===== src/rtl/alu_mult_div_seq_pkg.sv =====
// Shared encodings for the multiply/divide sequencer: ops, states and default latencies.
package alu_mult_div_seq_pkg;

  // Operation encodings as presented on req_op
  localparam logic [1:0] OpMulu = 2'd0;
  localparam logic [1:0] OpMuls = 2'd1;
  localparam logic [1:0] OpDivu = 2'd2;
  localparam logic [1:0] OpDivs = 2'd3;

  // Sequencer states
  localparam logic [1:0] StIdle = 2'd0;
  localparam logic [1:0] StWait = 2'd1;
  localparam logic [1:0] StDone = 2'd2;

  // Default pipeline depths of alu_mult_div
  localparam int unsigned DefaultMultLatency = 18;
  localparam int unsigned DefaultDivLatency  = 30;

  // Divides are the ops with the high encoding bit set
  function automatic logic op_is_div(input logic [1:0] op);
    return op[1];
  endfunction

endpackage


===== src/rtl/alu_mult_div_format.sv =====
// Combinational 68000-style formatting of raw alu_mult_div results into result and {N,Z,V,C}.
module alu_mult_div_format
  import alu_mult_div_seq_pkg::*;
(
  input  logic [1:0]  op,
  input  logic [31:0] dividend,
  input  logic [31:0] mulu_result,
  input  logic [31:0] muls_result,
  input  logic [31:0] divu_quotient,
  input  logic [15:0] divu_remainder,
  input  logic [31:0] divs_quotient,
  input  logic [15:0] divs_remainder,
  output logic [31:0] result,
  output logic [3:0]  flags
);

  logic [31:0] quotient;
  logic [15:0] remainder;
  logic        overflow;

  // Select the raw result for the op, detect divide overflow, then pack result and flags
  always_comb begin
    result    = '0;
    flags     = '0;
    quotient  = '0;
    remainder = '0;
    overflow  = 1'b0;

    unique case (op)
      OpMulu: result = mulu_result;
      OpMuls: result = muls_result;
      OpDivu: begin
        quotient  = divu_quotient;
        remainder = divu_remainder;
        overflow  = (divu_quotient > 32'h0000_ffff);
      end
      OpDivs: begin
        quotient  = divs_quotient;
        remainder = divs_remainder;
        overflow  = ($signed(divs_quotient) > 32'sd32767) ||
                    ($signed(divs_quotient) < -32'sd32768);
      end
      default: result = '0;
    endcase

    if (op_is_div(op)) begin
      if (overflow) begin
        // Destination is left untouched on overflow; only V is reported
        result = dividend;
        flags  = 4'b0010;
      end else begin
        result = {remainder, quotient[15:0]};
        flags  = {quotient[15], (quotient[15:0] == 16'h0000), 2'b00};
      end
    end else begin
      flags = {result[31], (result == 32'h0000_0000), 2'b00};
    end
  end

endmodule


===== src/rtl/alu_mult_div_seq.sv =====
// Issue-side sequencer for alu_mult_div: holds operands, waits the pipeline latency,
// captures and formats the result, and presents it over a valid/ready response.
module alu_mult_div_seq
  import alu_mult_div_seq_pkg::*;
#(
  parameter int unsigned MULT_LATENCY = DefaultMultLatency,
  parameter int unsigned DIV_LATENCY  = DefaultDivLatency
) (
  input  logic        clock,
  input  logic        reset,
  input  logic        req_valid,
  output logic        req_ready,
  input  logic [1:0]  req_op,
  input  logic [31:0] req_operand1,
  input  logic [31:0] req_operand2,
  output logic        resp_valid,
  input  logic        resp_ready,
  output logic [31:0] resp_result,
  output logic [3:0]  resp_flags,
  output logic        resp_div_zero,
  output logic [31:0] md_operand1,
  output logic [31:0] md_operand2,
  input  logic [31:0] md_divu_quotient,
  input  logic [15:0] md_divu_remainder,
  input  logic [31:0] md_divs_quotient,
  input  logic [15:0] md_divs_remainder,
  input  logic [31:0] md_mulu_result,
  input  logic [31:0] md_muls_result
);

  localparam int unsigned MaxLatency = (MULT_LATENCY > DIV_LATENCY) ? MULT_LATENCY : DIV_LATENCY;
  localparam int unsigned CntW       = $clog2(MaxLatency + 1);

  logic [1:0]      state_q, state_d;
  logic [CntW-1:0] count_q, count_d;
  logic [1:0]      op_q;
  logic            div_zero_q;
  logic            accept;
  logic            div_zero_req;
  logic            capture;
  logic [31:0]     fmt_result;
  logic [3:0]      fmt_flags;

  assign req_ready    = (state_q == StIdle);
  assign resp_valid   = (state_q == StDone);
  assign accept       = req_valid && req_ready;
  assign div_zero_req = op_is_div(req_op) && (req_operand2[15:0] == 16'h0000);
  assign capture      = (state_q == StWait) && (count_q == '0);

  // Next-state and latency counter; divide-by-zero passes through WAIT with a zero count
  always_comb begin
    state_d = state_q;
    count_d = count_q;
    case (state_q)
      StIdle: begin
        if (accept) begin
          state_d = StWait;
          if (div_zero_req) begin
            count_d = '0;
          end else if (op_is_div(req_op)) begin
            count_d = CntW'(DIV_LATENCY);
          end else begin
            count_d = CntW'(MULT_LATENCY);
          end
        end
      end
      StWait: begin
        if (count_q == '0) begin
          state_d = StDone;
        end else begin
          count_d = count_q - 1'b1;
        end
      end
      StDone: begin
        if (resp_ready) begin
          state_d = StIdle;
        end
      end
      default: state_d = StIdle;
    endcase
  end

  // State and counter registers
  always_ff @(posedge clock) begin
    if (reset) begin
      state_q <= StIdle;
      count_q <= '0;
    end else begin
      state_q <= state_d;
      count_q <= count_d;
    end
  end

  // Operand hold registers; held until the next accept so the pipeline never sees stale inputs
  always_ff @(posedge clock) begin
    if (reset) begin
      op_q        <= OpMulu;
      div_zero_q  <= 1'b0;
      md_operand1 <= '0;
      md_operand2 <= '0;
    end else if (accept) begin
      op_q        <= req_op;
      div_zero_q  <= div_zero_req;
      md_operand1 <= req_operand1;
      md_operand2 <= req_operand2;
    end
  end

  alu_mult_div_format u_format (
    .op             (op_q),
    .dividend       (md_operand1),
    .mulu_result    (md_mulu_result),
    .muls_result    (md_muls_result),
    .divu_quotient  (md_divu_quotient),
    .divu_remainder (md_divu_remainder),
    .divs_quotient  (md_divs_quotient),
    .divs_remainder (md_divs_remainder),
    .result         (fmt_result),
    .flags          (fmt_flags)
  );

  // Response registers, loaded once at capture and held through DONE
  always_ff @(posedge clock) begin
    if (reset) begin
      resp_result   <= '0;
      resp_flags    <= '0;
      resp_div_zero <= 1'b0;
    end else if (capture) begin
      resp_div_zero <= div_zero_q;
      if (div_zero_q) begin
        resp_result <= md_operand1;
        resp_flags  <= '0;
      end else begin
        resp_result <= fmt_result;
        resp_flags  <= fmt_flags;
      end
    end
  end

endmodule


===== config.mk =====
export PLATFORM = sky130hd
export DESIGN_NAME = alu_mult_div_seq
export DESIGN_NICKNAME = d
export VERILOG_FILES = /design/src/rtl/alu_mult_div_seq_pkg.sv /design/src/rtl/alu_mult_div_format.sv /design/src/rtl/alu_mult_div_seq.sv
export SDC_FILE = /design/constraint.sdc
export NUM_CORES = 1
export LEC_CHECK = 0
export ABC_AREA = 1
export BUFFER_PORTS_ARGS = -buffer_cell sky130_fd_sc_hd__buf_2
export CORE_MARGIN = 2
export CORE_UTILIZATION = 35
export CTS_CLUSTER_SIZE = 30
export DETAILED_ROUTE_END_ITERATION = 10
export PLACE_DENSITY = 0.71
export SLEW_MARGIN = 20
export SYNTH_ARGS = -nofsm -noshare
export SYNTH_HDL_FRONTEND = slang
export SYNTH_SLANG_ARGS = --single-unit

===== constraint.sdc =====
create_clock -name clock -period 1.81 [get_ports clock]
set_input_delay 0.0905 -clock clock [delete_from_list [all_inputs] [get_ports clock]]
set_output_delay 0.0905 -clock clock [all_outputs]
set_load 0.02 [all_outputs]

## Yosys cells after proc, flatten, opt, wreduce, memory -nomap -nowiden

Index checks and enable logic that the tools add are counted.

| storage, ports and cells | value |
|---|---|
| register bits | 111 |
| input port bits | 230 |
| output and inout bits | 103 |
| logic and storage cells | 54 |

| cells by class | value |
|---|---|
| add/subtract/negate cells | 1 |
| magnitude comparators | 3 |
| equal/unequal tests | 9 |
| multiplexer cells | 19 |
| reductions and logical operators | 13 |

Operator list:

| operator | count |
|---|---|
| $mux 32 | 3 |
| $gt 32x16->1 const B | 2 |
| $pmux 16 s2 | 2 |
| $pmux 32 s2 | 1 |
| $logic_not 16->1 | 2 |
| $logic_not 32->1 | 1 |
| $lt 32x16->1 const B | 1 |
| $mux 4 | 4 |
| $mux 5 | 3 |
| $pmux 5 s2 | 1 |
| $eq 2x2->1 const B | 3 |
| $mux 2 | 3 |
| $ne 2x1->1 const B | 3 |
| $pmux 2 s3 | 1 |
| $reduce_and 3->1 | 2 |
| $logic_not 5->1 | 1 |
| $sub 5x1->5 const B | 1 |
| $eq 2x1->1 const B | 2 |
| $logic_not 2->1 | 2 |
| $logic_and 1x1->1 | 3 |
| $ne 2x2->1 const B | 1 |
| $pmux 1 s2 | 1 |
| $reduce_bool 2->1 | 1 |
| $logic_or 1x1->1 | 1 |

## Depth between registers and ports, before layout

Gate-level depths: netlist (run 1).

| logic depth | value |
|---|---|
| depth after elaboration | 6 |
| mapped depth | 13 |
| gate-level depth less buffers | 11 |

## Modules after synthesis

From an unflattened synthesis (run 1), not the netlist that was laid out.

| second synthesis, totals | value |
|---|---|
| cell total of the unflattened synthesis | 945 |
| area total of the unflattened synthesis | 6,158.4 sq um |

By module, submodules not included:

| module | times used | cells an instance | area an instance (sq um) | sequential area each (sq um) |
|---|---|---|---|---|
| alu_mult_div_seq | 1 | 564 | 4,391.7 | 2,222.1 |
| alu_mult_div_format | 1 | 381 | 1,766.7 | 0.0 |

## Worst setup path after synthesis (run 1)

OpenSTA, ideal clock, no wires.

| timing path | value |
|---|---|
| kind | flip-flop to flip-flop |
| from | reg state_q[0] |
| to | reg md_operand1[0] |
| library setup time | 0.128 ns |
| data arrival time | 1.335 ns |
| required time | 1.682 ns |
| path slack | 0.347 ns |
| cell stages (with the launch flop) | 7 |
| path buffers | 2 |
| clock period less this slack | 1.463 ns |
| path through | dfxtp_1 > nor2_1 > nand2_1 > clkbuf_1 > clkbuf_1 > o21ai_0 > a21oi_1 |

| between the ends | value |
|---|---|
| cells in the longest elaborated chain, start to end | 2 |

Ends and longest elaborated chain:

| element | line | source |
|---|---|---|
| from (decl) | alu_mult_div_seq.sv:34 | `logic [1:0] state_q, state_d;` |
| from (signal assigned) | alu_mult_div_seq.sv:86 | `state_q <= StIdle;` |
| from (signal assigned) | alu_mult_div_seq.sv:89 | `state_q <= state_d;` |
| $logic_not 2->1 | alu_mult_div_seq.sv:44 | `assign req_ready = (state_q == StIdle);` |
| net req_ready | alu_mult_div_seq.sv:12 | `output logic req_ready,` |
| $logic_and 1x1->1 | alu_mult_div_seq.sv:46 | `assign accept = req_valid && req_ready;` |
| to (signal assigned) | alu_mult_div_seq.sv:104 | `md_operand1 <= req_operand1;` |
| to (decl) | alu_mult_div_seq.sv:21 | `output logic [31:0] md_operand1,` |

The timed path passes the listed nets, and every way through them passes these cells.
A chain may end at the register's enable or synchronous reset.

## Worst setup path after layout (run 1)

| timing path | value |
|---|---|
| from | reg op_q[0] |
| to | reg resp_flags[2] |

| between the ends | value |
|---|---|
| cells in the longest elaborated chain, start to end | 6 |
| elaborated cells between the ends (all ways) | 12 |
| those cells by class | eq/ne (3); mux (6); reduce/logical (3) |

Ends and longest elaborated chain:

| element | line | source |
|---|---|---|
| from (decl) | alu_mult_div_seq.sv:36 | `logic [1:0] op_q;` |
| from (signal assigned) | alu_mult_div_seq.sv:97 | `op_q <= OpMulu;` |
| from (signal assigned) | alu_mult_div_seq.sv:102 | `op_q <= req_op;` |
| $eq 2x2->1 | alu_mult_div_format.sv:29 | `unique case (op)` |
| $pmux 16 s2 | alu_mult_div_format.sv:29 |  |
| $logic_not 16->1 | alu_mult_div_format.sv:53 | `flags = {quotient[15], (quotient[15:0] == 16'h0000), 2'b00};` |
| $mux 4 | alu_mult_div_format.sv:47 | `if (overflow) begin` |
| $mux 4 (*) | alu_mult_div_format.sv:46 | `if (op_is_div(op)) begin` |
| $mux 4 (*) | alu_mult_div_seq.sv:130 | `if (div_zero_q) begin` |
| to (signal assigned) | alu_mult_div_seq.sv:135 | `resp_flags <= fmt_flags;` |
| to (decl) | alu_mult_div_seq.sv:19 | `output logic [3:0] resp_flags,` |

Mark *: on every way between the ends. The rest lies on a longest branch, timed or not.

==> results of run 1 <==
## where the power goes
group          switching, mW  internal [mW]  total (mW)
clock network          0.977           1.24        2.21
logic                   1.55          0.958        2.51
registers              0.169           2.67        2.84
total                   2.70           4.87        7.57
## cell families after synthesis
logic type | share of synthesized area
other | 0.000628
adders and majority gates | 0.00419
AOI/OAI and AO/OA | 0.196
buffers and inverters | 0.0936
DFF | 0.369
and+or+nand+nor | 0.337
## sequential cells by signal (all words and copies together), names as in the netlist
| signal | count |
|---|---|
| resp_result | 32 |
| op_q | 2 |
| md_operand2 | 32 |
| count_q | 5 |
| resp_div_zero | 1 |
| resp_flags | 3 |
| md_operand1 | 32 |
| state_q | 2 |
| div_zero_q | 1 |
## metrics by stage
| step | setup slack [ps] | instance area, sq um | util | hold slack (ps) |
|---|---|---|---|---|
| CTS | 55.7 | 8560 | 0.514 | 1.78 |
| global placement | 89.6 | 7940 | 0.477 | 339 |
| global route | 4.40 | 8560 | 0.515 | 12.5 |
| floorplan | 347 | 5970 | - | 238 |
| detailed placement | 75.7 | 7940 | 0.477 | 351 |
| finish | 145 | 8560 | 0.515 | 11.6 |
## cell type report
type | instances | area share
clock buffers | 9 | 0.0263
clock inverters | 7 | 0.0121
inverters | 66 | 0.0289
multi-input cells | 712 | 0.376
flip-flops and latches | 110 | 0.258
well taps | 220 | 0.0321
repair buffers | 389 | 0.266
## worst register-to-register path: stages (launching register included)
cell     delay (ps)
dfxtp_4         410
nor2_2           60
buf_12          170
nand2_1         110
nand2_1         110
nor2_1          120
nand2_1          70
nor2_1          200
nand2_1          80
nor2_1           90
nand3_1          70
a21oi_1         120
## what timing repair did
action / in CTS / in global routing
endpoints found under the hold margin: 29 / 0
hold buffers: 29 / 0
resized for setup: 0 / 4
endpoints found under the setup margin: 0 / 6
## cells in the mapped netlist, drive strengths merged
master,number,area share
clkbuf,39,0.025
clkinv,1,0.00063
dfxtp,110,0.37
inv,65,0.041
a211oi,1,0.0013
nand2,246,0.16
a31oi,4,0.0042
nand3b,1,0.0013
nand3,101,0.085
conb,1,0.00063
a221oi,1,0.0015
a21oi,121,0.10
ha,2,0.0042
buf,26,0.028
nor2,133,0.086
nand4,9,0.0094
o21ai,76,0.064
a22o,16,0.023
## final timing paths
kind                     from         endpoint  slack [ps]  cells past startpoint
max reg2reg           op_q[0]    resp_flags[2]         150                     11
max                   op_q[0]    resp_flags[2]         150                     11
min reg2reg     resp_div_zero    resp_div_zero         460                      2
min          req_operand1[11]  md_operand1[11]          10                      3
## metal layers
layer  GRT usage  vias to the layer above  wire length [microns]
li1            -                     3782                      -
met1       0.291                     3436                   9330
met2       0.436                      318                  11800
met3      0.0526                       36                   1900
met4      0.0813                        0                    473
met5           0                        -                      0
==> reports/results.txt, run 1 <==
post-CTS setup-driven buffer insertion count: 0
Syn Inst Count: 953
combined area of the multi-input logic cells: 3220 sq um
initial standard-cell utilization of the core: 0.359
length of the first detailed-routing pass in iterations: 5
total power: 7.57 mW
Clock transition at path regs: 80 ps
total global-route track usage: 0.245
post-synthesis average cell area: 6.27 sq um
total wirelength of the detailed-routed design: 23,500 microns
RD Place Congestion: 0.891
final routed wire length divided by cell count: 15.6 microns
area added between synthesis and finish: 43.4%
worst-margin pin slew: 530 ps
Relative slew margins: 0.647
required arrival time at the worst endpoint: 2090 ps
number of CTS-inserted buffers: 9
sum of buffers and inverters on the critical path: 1
worst-path cell with the longest stage delay: dfxtp_4
RSZ-0062 raised after global routing: no
via count: 7,572
CP arrival: 1940 ps
overall die width: 135 microns
Starting DRT DRC Count: 420
number of antenna violations at the first check in global routing: 0
most frequent CP cell: nand2_1
MaxCap Viol Count: 0
CTS sink cnt: 110
DRC errors left: 0
placed cells: 1,468
count of unique library cells instantiated by Yosys: 26
most frequent cells in the layout: buf_2 (331), nand2_1 (244), nor2_1 (129)
Crit path max-delay family: simple AND/OR/NAND/NOR gates
number of vias per cell: 5.00
type of the most critical hold path: input port to flip-flop
number of endpoints failing setup at the final stage: 0
wire length of the first global-routing pass: 35,000 microns
sequential share of the synthesized area: 0.369
number of nets produced by synthesis: 1,185
die extent in y: 135 microns
cell leakage power: 4.31 nW
Hold Fails Final Rpt: 0
count of buffers from port buffering: 331
final net count: 1,520
number of standard-cell rows in the floorplan: 47
Final period util: 0.920
maximum fanout encountered on the critical timing path: 32
peak supply drop: 473 uV
number of warnings printed during yosys synthesis: 0
Floorplan Core Area: 16,600 sq um
dpl hpwl: 17,400 microns
kind of end point of the critical path: flip-flop
clk buf depth: 2
outcome: finished clean
Max H-tree Level: 3
Top Ports: 333
number of standard cells in the final layout excluding fillers: 1,513
final count of pins violating max slew: 0
Overflow after GRT: 0
number of synthesized register bits: 110
total power divided by cell area: 884 nW/um^2
slowest stage delay, CP: 410 ps
Die Outline Area: 18,100 sq um
Detail Route Antenna Nets: 0
Cell Area, Synth: 5970 sq um
maximum clock rate: 601 MHz
cell at the root of the clock tree: clkbuf_16
Layout fillers: 1,710
critical path type: flip-flop to flip-flop
Sequential cell area: 2210 sq um
commonest non-fill, non-tap cell in the layout: buf_2
Worst-Skew Late Latency: 350 ps
post-layout min period: 1660 ps
final setup TNS: 0 ps
ant diodes: 0
critical path, cell by cell: nor2_2 > buf_12 > nand2_1 > nand2_1 > nor2_1 > nand2_1 > nor2_1 > nand2_1 > nor2_1 > nand3_1 > a21oi_1
Worst setup SP type: flip-flop
pin count of the biggest net entering global routing: 84
via count of the first global-routing pass: 6,959
worst-case clock skew: 10.5 ps
layout cells sized above 1: 0.301
CTS tree: done
(Power assumes the default switching activity.)
==> inputs of run 2 (changes only) <==
--- a/config.mk
+++ b/config.mk
@@ -11,6 +11,7 @@
 export CORE_UTILIZATION = 35
 export CTS_CLUSTER_SIZE = 30
 export DETAILED_ROUTE_END_ITERATION = 10
+export GPL_TIMING_DRIVEN = 0
 export PLACE_DENSITY = 0.71
 export SLEW_MARGIN = 20
 export SYNTH_ARGS = -nofsm -noshare
==> constraint.sdc (replaced) <==
create_clock -name clock -period 1.81 [get_ports clock]
set_input_delay 0.543 -clock clock [delete_from_list [all_inputs] [get_ports clock]]
set_output_delay 0.543 -clock clock [all_outputs]
set_load 0.02 [all_outputs]
==> run 2 against run 1 <==
Compared with the run above: worst hold slack gained 420 ps; critical endpoint unchanged; final cell count is 0.93% higher; worst setup slack got worse by 91 ps; register-to-register slack got worse by 90 ps; critical path depth is the same; die area did not move; global-route usage grew 2.3 points.
==> reports/results.txt, run 2 (synthesis results as in run 1) <==
Clock transition at path regs: 80 ps
maximum clock rate: 570 MHz
Relative slew margins: 0.557
outcome: finished clean
biggest registers after layout: md_operand1: 32 flops, md_operand2: 32 flops, resp_result: 32 flops
Hold WS: 427 ps
Worst-Skew Late Latency: 360 ps
RD Place Congestion: 0.874
Detail Route Antenna Nets: 0
total wirelength of the detailed-routed design: 25,700 microns
count of buffers from port buffering: 331
start point of the critical path: op_q[0]
pin count of the biggest net entering global routing: 21
number of endpoints failing setup at the final stage: 0
overall die width: 135 microns
type of the most critical hold path: input port to flip-flop
Final period util: 0.970
worst-margin pin slew: 665 ps
critical path type: flip-flop to flip-flop
number of antenna violations at the first check in global routing: 3
RSZ-0062 raised after global routing: yes
final setup TNS: 0 ps
initial standard-cell utilization of the core: 0.359
peak supply drop: 527 uV
final count of pins violating max slew: 0
CP arrival: 2050 ps
wire length of the first global-routing pass: 37,100 microns
number of vias per cell: 5.05
area added between synthesis and finish: 40.2%
CTS tree: done
Hold Fails Final Rpt: 0
Die Outline Area: 18,100 sq um
post-layout min period: 1760 ps
min-delay src: req_operand2[21]
dpl hpwl: 19,700 microns
number of CTS-inserted buffers: 9
cell leakage power: 4.23 nW
most frequent cells in the layout: buf_2 (347), nand2_1 (234), nor2_1 (123)
via count of the first global-routing pass: 6,974
final routed wire length divided by cell count: 16.8 microns
Max H-tree Level: 3
commonest non-fill, non-tap cell in the layout: buf_2
Worst setup SP type: flip-flop
total global-route track usage: 0.268
kind of end point of the critical path: flip-flop
total power divided by cell area: 888 nW/um^2
die extent in y: 135 microns
required arrival time at the worst endpoint: 2100 ps
length of the first detailed-routing pass in iterations: 5
final net count: 1,532
CTS sink cnt: 110
Overflow after GRT: 0
cell at the root of the clock tree: clkbuf_16
number of standard-cell rows in the floorplan: 47
layout cells sized above 1: 0.318
Starting DRT DRC Count: 549
DRC errors left: 0
MaxCap Viol Count: 0
Top Ports: 333
via count: 7,717
Floorplan Core Area: 16,600 sq um
worst-case clock skew: 10.0 ps
maximum fanout encountered on the critical timing path: 10
reg2reg start: op_q[0]
clk buf depth: 2
run 2: cell count changes in the layout (fill, tap and decap cells not counted), sizes merged:
cell         delta
clkbuf         +40
clkinvlp        -1
buf             +1
clkinv          +3
bufinv          -2
diode           +2
dlygate4sd3    -29
run 2: cell type report:
class | instances | area, sq um
fill | 1813 | 8270
multi-input combinational | 712 | 3280
sequential | 110 | 2200
timing repair buffer | 336 | 1710
buffer | 65 | 350
tap | 220 | 275
inverter | 66 | 255
clock buffer | 9 | 225
clock inverter | 7 | 68.8
antenna | 2 | 5.00
run 2: critical path: stages (launching register included):
cell      delay, ps
dfxtp_2         330
buf_6           140
clkbuf_4        230
nand3_1         120
nand2_1          90
nor2_2          140
nand2_1          70
nor2_2          120
nand2_1         100
nor2_1           90
nand3_1          80
a21oi_1         150
run 2: power breakdown:
part           switching [mW]  internal (mW)  leakage, nW  total [mW]
logic                    1.68          0.904         3.18        2.58
clock network            1.05          0.972        0.144        2.03
registers               0.153           2.67        0.905        2.83
run 2: metal layers:
layer	vias up	GRT usage	routed length [microns]
met3	64	0.0511	1930
met1	3463	0.319	10400
li1	3825	-	-
met5	-	0	7
met2	363	0.466	12500
met4	2	0.123	871
run 2: per-stage QoR:
stage	util	worst slack, ps	power, mW	instances	instance area, sq um
after floorplan	-	217	4.38	953	5970
after CTS	0.494	-25.9	7.38	1520	8220
after detailed placement	0.475	-310	5.37	1504	7910
final	0.503	54.4	7.43	1527	8370
after global routing	0.503	-49.2	7.83	1526	8370
after global placement	0.475	-296	5.35	1504	7910
run 2: final timing paths:
kind | end | slack [ps] | cells after the start
setup / recovery | resp_flags[2] | 50 | 11
hold / removal | md_operand2[21] | 430 | 3
hold reg to reg | resp_result[21] | 470 | 2
setup reg to reg | resp_flags[2] | 50 | 11
run 2: what timing repair did:
| action | CTS | global route |
|---|---|---|
| hold buffers | 0 | 0 |
| resized for setup | 8 | 45 |
| buffers inserted | 0 | 3 |
| cloned | 0 | 2 |
| endpoints found under the setup margin | 38 | 43 |
| pin swaps | 0 | 11 |
